[config.mk]
export PLATFORM = sky130hd
export DESIGN_NAME = cla_serial_adder
export DESIGN_NICKNAME = d
export VERILOG_FILES = /design/src/rtl/cla_serial_adder.sv
export SDC_FILE = /design/constraint.sdc
export NUM_CORES = 1
export LEC_CHECK = 0
export ABC_AREA = 1
export ABC_CLOCK_PERIOD_IN_PS = 1900
export BUFFER_PORTS_ARGS = -buffer_cell sky130_fd_sc_hd__buf_2
export CORE_ASPECT_RATIO = 2
export CORE_MARGIN = 2
export CORE_UTILIZATION = 25
export CTS_CLUSTER_SIZE = 28
export DETAILED_ROUTE_END_ITERATION = 10
export GPL_ROUTABILITY_DRIVEN = 0
export PLACE_DENSITY = 0.42
export RECOVER_POWER = 25
export REMOVE_ABC_BUFFERS = 1
export SLEW_MARGIN = 20
export SYNTH_ARGS = -nofsm -noshare
export SYNTH_HDL_FRONTEND = slang
export SYNTH_SLANG_ARGS = --single-unit
export TNS_END_PERCENT = 1
[constraint.sdc]
create_clock -name clock -period 1.9 [get_ports clock]
set_input_delay 0.38 -clock clock [delete_from_list [all_inputs] [get_ports clock]]
set_output_delay 0.38 -clock clock [all_outputs]
set_load 0.02 [all_outputs]
[src/rtl/cla_serial_adder.sv]
// Serial adder built around one SLICE-bit carry-lookahead slice.
// An accepted operand pair is added SLICE bits per cycle, least significant
// slice first, over N = WIDTH/SLICE cycles. The block also accumulates the
// word-level group propagate/generate terms. Results are held until they
// are consumed with a valid/ready handshake.
//
// state | meaning
// IDLE  | in_ready=1, waiting for an operand set
// RUN   | one slice added per cycle, idx_q selects the slice
// DONE  | out_valid=1, result held until out_ready=1
module cla_serial_adder #(
  parameter int WIDTH = 12,
  parameter int SLICE = 3
) (
  input  logic             clock,
  input  logic             reset,
  input  logic             in_valid,
  output logic             in_ready,
  input  logic [WIDTH-1:0] in_a,
  input  logic [WIDTH-1:0] in_b,
  input  logic             in_carry,
  output logic             out_valid,
  input  logic             out_ready,
  output logic [WIDTH-1:0] out_sum,
  output logic             out_carry,
  output logic             out_p,
  output logic             out_g
);

  localparam int N    = WIDTH / SLICE;
  localparam int IDXW = (N > 1) ? $clog2(N) : 1;
  localparam logic [IDXW-1:0] LAST_IDX = IDXW'(N - 1);

  typedef enum logic [1:0] {IDLE, RUN, DONE} state_t;

  state_t           state_q;
  logic [WIDTH-1:0] a_q;
  logic [WIDTH-1:0] b_q;
  logic [WIDTH-1:0] sum_q;
  logic [WIDTH-1:0] sum_d;
  logic [IDXW-1:0]  idx_q;
  logic             carry_q;
  logic             p_q;
  logic             g_q;
  logic             in_ready_q;
  logic             out_valid_q;

  // Current slice: the operand registers are shifted right each RUN cycle,
  // so the active slice always sits in the low SLICE bits.
  logic [SLICE-1:0] sa;
  logic [SLICE-1:0] sb;
  logic [SLICE-1:0] sp;
  logic [SLICE-1:0] sg;
  logic [SLICE-1:0] ss;
  logic [SLICE:0]   sc;
  logic             pg;
  logic             gg;

  // Carry-lookahead slice plus carry-independent group terms, and the
  // merge of the slice sum into its position of the result word.
  always_comb begin
    sa    = a_q[SLICE-1:0];
    sb    = b_q[SLICE-1:0];
    sp    = '0;
    sg    = '0;
    ss    = '0;
    sc    = '0;
    sc[0] = carry_q;
    gg    = 1'b0;
    for (int i = 0; i < SLICE; i++) begin
      sp[i]   = sa[i] | sb[i];
      sg[i]   = sa[i] & sb[i];
      ss[i]   = sa[i] ^ sb[i] ^ sc[i];
      sc[i+1] = (sc[i] & sp[i]) | sg[i];
      gg      = (gg & sp[i]) | sg[i];
    end
    pg    = &sp;
    sum_d = sum_q;
    for (int k = 0; k < N; k++) begin
      if (idx_q == IDXW'(k)) begin
        sum_d[k*SLICE +: SLICE] = ss;
      end
    end
  end

  // Control FSM with registered handshake outputs and datapath registers.
  always_ff @(posedge clock or posedge reset) begin
    if (reset) begin
      state_q     <= IDLE;
      in_ready_q  <= 1'b1;
      out_valid_q <= 1'b0;
      a_q         <= '0;
      b_q         <= '0;
      sum_q       <= '0;
      idx_q       <= '0;
      carry_q     <= 1'b0;
      p_q         <= 1'b0;
      g_q         <= 1'b0;
    end else begin
      case (state_q)
        IDLE: begin
          if (in_valid) begin
            a_q        <= in_a;
            b_q        <= in_b;
            carry_q    <= in_carry;
            p_q        <= 1'b1;
            g_q        <= 1'b0;
            idx_q      <= '0;
            in_ready_q <= 1'b0;
            state_q    <= RUN;
          end
        end
        RUN: begin
          sum_q   <= sum_d;
          carry_q <= sc[SLICE];
          p_q     <= p_q & pg;
          g_q     <= (g_q & pg) | gg;
          a_q     <= a_q >> SLICE;
          b_q     <= b_q >> SLICE;
          idx_q   <= idx_q + IDXW'(1);
          if (idx_q == LAST_IDX) begin
            out_valid_q <= 1'b1;
            state_q     <= DONE;
          end
        end
        DONE: begin
          // No capture here: the next operand set is taken from IDLE only.
          if (out_ready) begin
            out_valid_q <= 1'b0;
            in_ready_q  <= 1'b1;
            state_q     <= IDLE;
          end
        end
        default: begin
          out_valid_q <= 1'b0;
          in_ready_q  <= 1'b1;
          state_q     <= IDLE;
        end
      endcase
    end
  end

  assign in_ready  = in_ready_q;
  assign out_valid = out_valid_q;
  assign out_sum   = sum_q;
  assign out_carry = carry_q;
  assign out_p     = p_q;
  assign out_g     = g_q;

endmodule

==> impl_results.md <==
- Starting density of the core: 0.2576
- First-pass GRT wire length: 8790 µm
- Critical path startpoint category: flip-flop
- Initial antenna violation count: 0
- Insertion delay to the later sink of the worst-skew pair: 0.29 ns
- Slew headroom: 0.2351
- Total GRT Usage: 0.1220
- Final clock skew: 0.005167 ns
- Maximum VDD drop: 0.8723 mV
- Tmin final: 1.795 ns
- Largest net degree at the start of global routing: 46
- Synth unique cells: 19
- Core footprint: 8292 µm²
- Post-route setup TNS: 0 ns
- Hold Path Class: primary input to flip-flop
- Critical path peak fanout: 4
- Die height: 134.7 µm
- Synthesized cell area: 2136 µm²
- Clock Sinks: 45
- Crit. End Element: flip-flop
- # IOs: 46
- Crit path arrival time: 2.01 ns
- Area added between synthesis and finish: 26.07%
- Total number of vias: about 1,700
- Antenna Nets Post-Route: 0
- Max Slew Vio Count: 0
- Violation count after the first detailed-route iteration: 32
- Final hold vios: 0
- Seq/Total Area, Yosys: 0.5278
- Period utilization: 0.9447
- Mean Syn Cell Area: 9.050 µm²
- Internal reg-to-reg setup slack: 0.11 ns
- CP Cell Sequence: fa_2, inv_1, fa_1, inv_1, fa_1, inv_2, o21ai_1
- Die Footprint: 9343 µm²
- Grt ovf: 0
- Dpl ws: 0.02854 ns
- Max Freq: around 0.56 GHz
- Placed wire-length estimate: 3899 µm
- CP max stage cell: fa_1
- Crit Path Class: flip-flop to flip-flop
- Slew @ Worst Pin: 1.147 ns
- Placed inst area: between 2000 and 3000 µm²
- Hold slack: 0.2809 ns
- Vias in the first global route: 1,726
- Total CTS buffers: 5
- Leakage: 1.386 nW
- Root buffer cell: clkbuf_16
- Worst Path Buf+Inv: 3
- Cell class contributing the biggest share of worst-path delay: adder cells
- FF+latch count, synth: 45
- Final instance area: around 2700 µm²
- CTS H-tree depth: 2
- CTS Hold Buffers Added: 0
- Final WL: 5282 µm
- Wire per inst: 13.65 µm
- RSZ-0062 raised after global routing: false
- Setup violations, final: 0
- Critical Path RT: 2.12 ns
- Nets: 330
- Rows: 47
- Power per Cell Area: between 1500 and 2000 nW/µm²
- Yosys warnings: 0
- Reg clk slew, reported paths: 0.07 ns
- Die W: around 69 µm
- Diode count: 0
- Port buffer count: 45
- Status: finished, final reports clean
- DR pass1 iterations: 4
- CP peak stage delay: around 0.5 ns
- Share of layout cells above drive strength 1: 0.2457
- MaxCap Viol Count: 0
- CTS tree: yes
- Setup slack after layout: 0.1050 ns
- Clk buf depth: 2
- DRC Markers: 0
- Synth Instances: roughly 240
- Vias per cell: about 4.4
==> metrics by stage <==
stage,cells,power [mW],utilization
after detailed placement,379,3.533,0.3024
after CTS,387,4.710,0.3258
after global placement,379,3.514,0.3024
final,387,4.619,0.3247
after floorplan,227,2.778,-
after global routing,387,5.031,0.3247
==> cell usage after synthesis, drive strengths merged <==
cell type | instances | area share
dfrtp | 44 | 0.52
nor2 | 6 | 0.014
o31ai | 1 | 0.0035
ha | 10 | 0.059
o211ai | 5 | 0.018
a21oi | 3 | 0.0070
o21ai | 21 | 0.049
fa | 3 | 0.028
nand2 | 64 | 0.12
inv | 25 | 0.044
dfstp | 1 | 0.012
nand3 | 44 | 0.10
buf | 8 | 0.025
clkbuf | 1 | 0.0018
==> cell usage in the layout (no fill, tap or decap), drive strengths merged <==
master	synthesis	routed
fa	3	3
a21oi	3	3
dfstp	1	1
inv	25	26
nor2	6	6
nand3	44	44
ha	10	10
buf	8	53
o21ai	21	21
o211ai	5	5
dfrtp	44	44
nand2	64	64
o31ai	1	1
clkbuf	1	6
bufinv	0	2
==> repair_timing <==
action / CTS / global route
buffers inserted: 0 / 0
gates resized for setup: 0 / 7
endpoints found under the setup margin: 0 / 4
==> power breakdown <==
group	switching [mW]	internal, mW	leakage, nW
Sequential	0.235	1.34	0.579
Clock	0.379	0.758	0.0944
Combinational	1.25	0.657	0.713
Total	1.86	2.76	1.39
==> kinds of logic after synthesis <==
group | after synthesis | share of synthesized area
buf+inv | 34 | 0.07030
simple gates | 114 | 0.2378
fa+ha+maj | 13 | 0.08670
compound gates | 30 | 0.07733
flops | 45 | 0.5278
==> flip-flops by register name (all words and copies together), names as in the netlist <==
signal,flops
a_q,12
b_q,12
idx_q,2
in_ready,1
out_carry,1
out_g,1
out_p,1
out_sum,12
out_valid,1
state_q,2
==> worst reg2reg max path, stage by stage, from the launching register on <==
cell and delay [ns]:
dfrtp_1 0.41, fa_2 0.38, inv_1 0.07, fa_1 0.15, inv_1 0.05, fa_1 0.49, inv_2 0.06, o21ai_1 0.12
==> final timing paths <==
check	start	end	depth (start not counted)
max in group asynchronous	reset	a_q[2]$_DFFE_PP0P_	3
worst min register to register	out_sum[4]$_DFFE_PP0P_	out_sum[4]$_DFFE_PP0P_	2
worst max register to register	a_q[0]$_DFFE_PP0P_	out_sum[11]$_DFFE_PP0P_	7
worst max-delay path	a_q[0]$_DFFE_PP0P_	out_sum[11]$_DFFE_PP0P_	7
worst min-delay path	out_ready	state_q[1]$_DFFE_PP0P_	2
min in group asynchronous	reset	out_valid$_DFFE_PP0P_	3
==> routing by layer <==
layer | GRT usage | wire [µm] | part of all wire
met5 | 0 | 0 | 0
met4 | 0.04902 | 97 | 0.018
met2 | 0.2179 | 2915 | 0.55
met1 | 0.1384 | 2062 | 0.39
met3 | 0.02836 | 207 | 0.039
==> cell type report <==
class	instances	area [µm²]
fillers	921	5599
flip-flops and latches	45	1127
repair buffers	54	290.3
inverters	25	93.84
clock buffers	5	125.1
clock inverters	3	68.82
multi-input cells	157	864.6
well taps	98	122.6
Power figures use the tool's default switching activity.
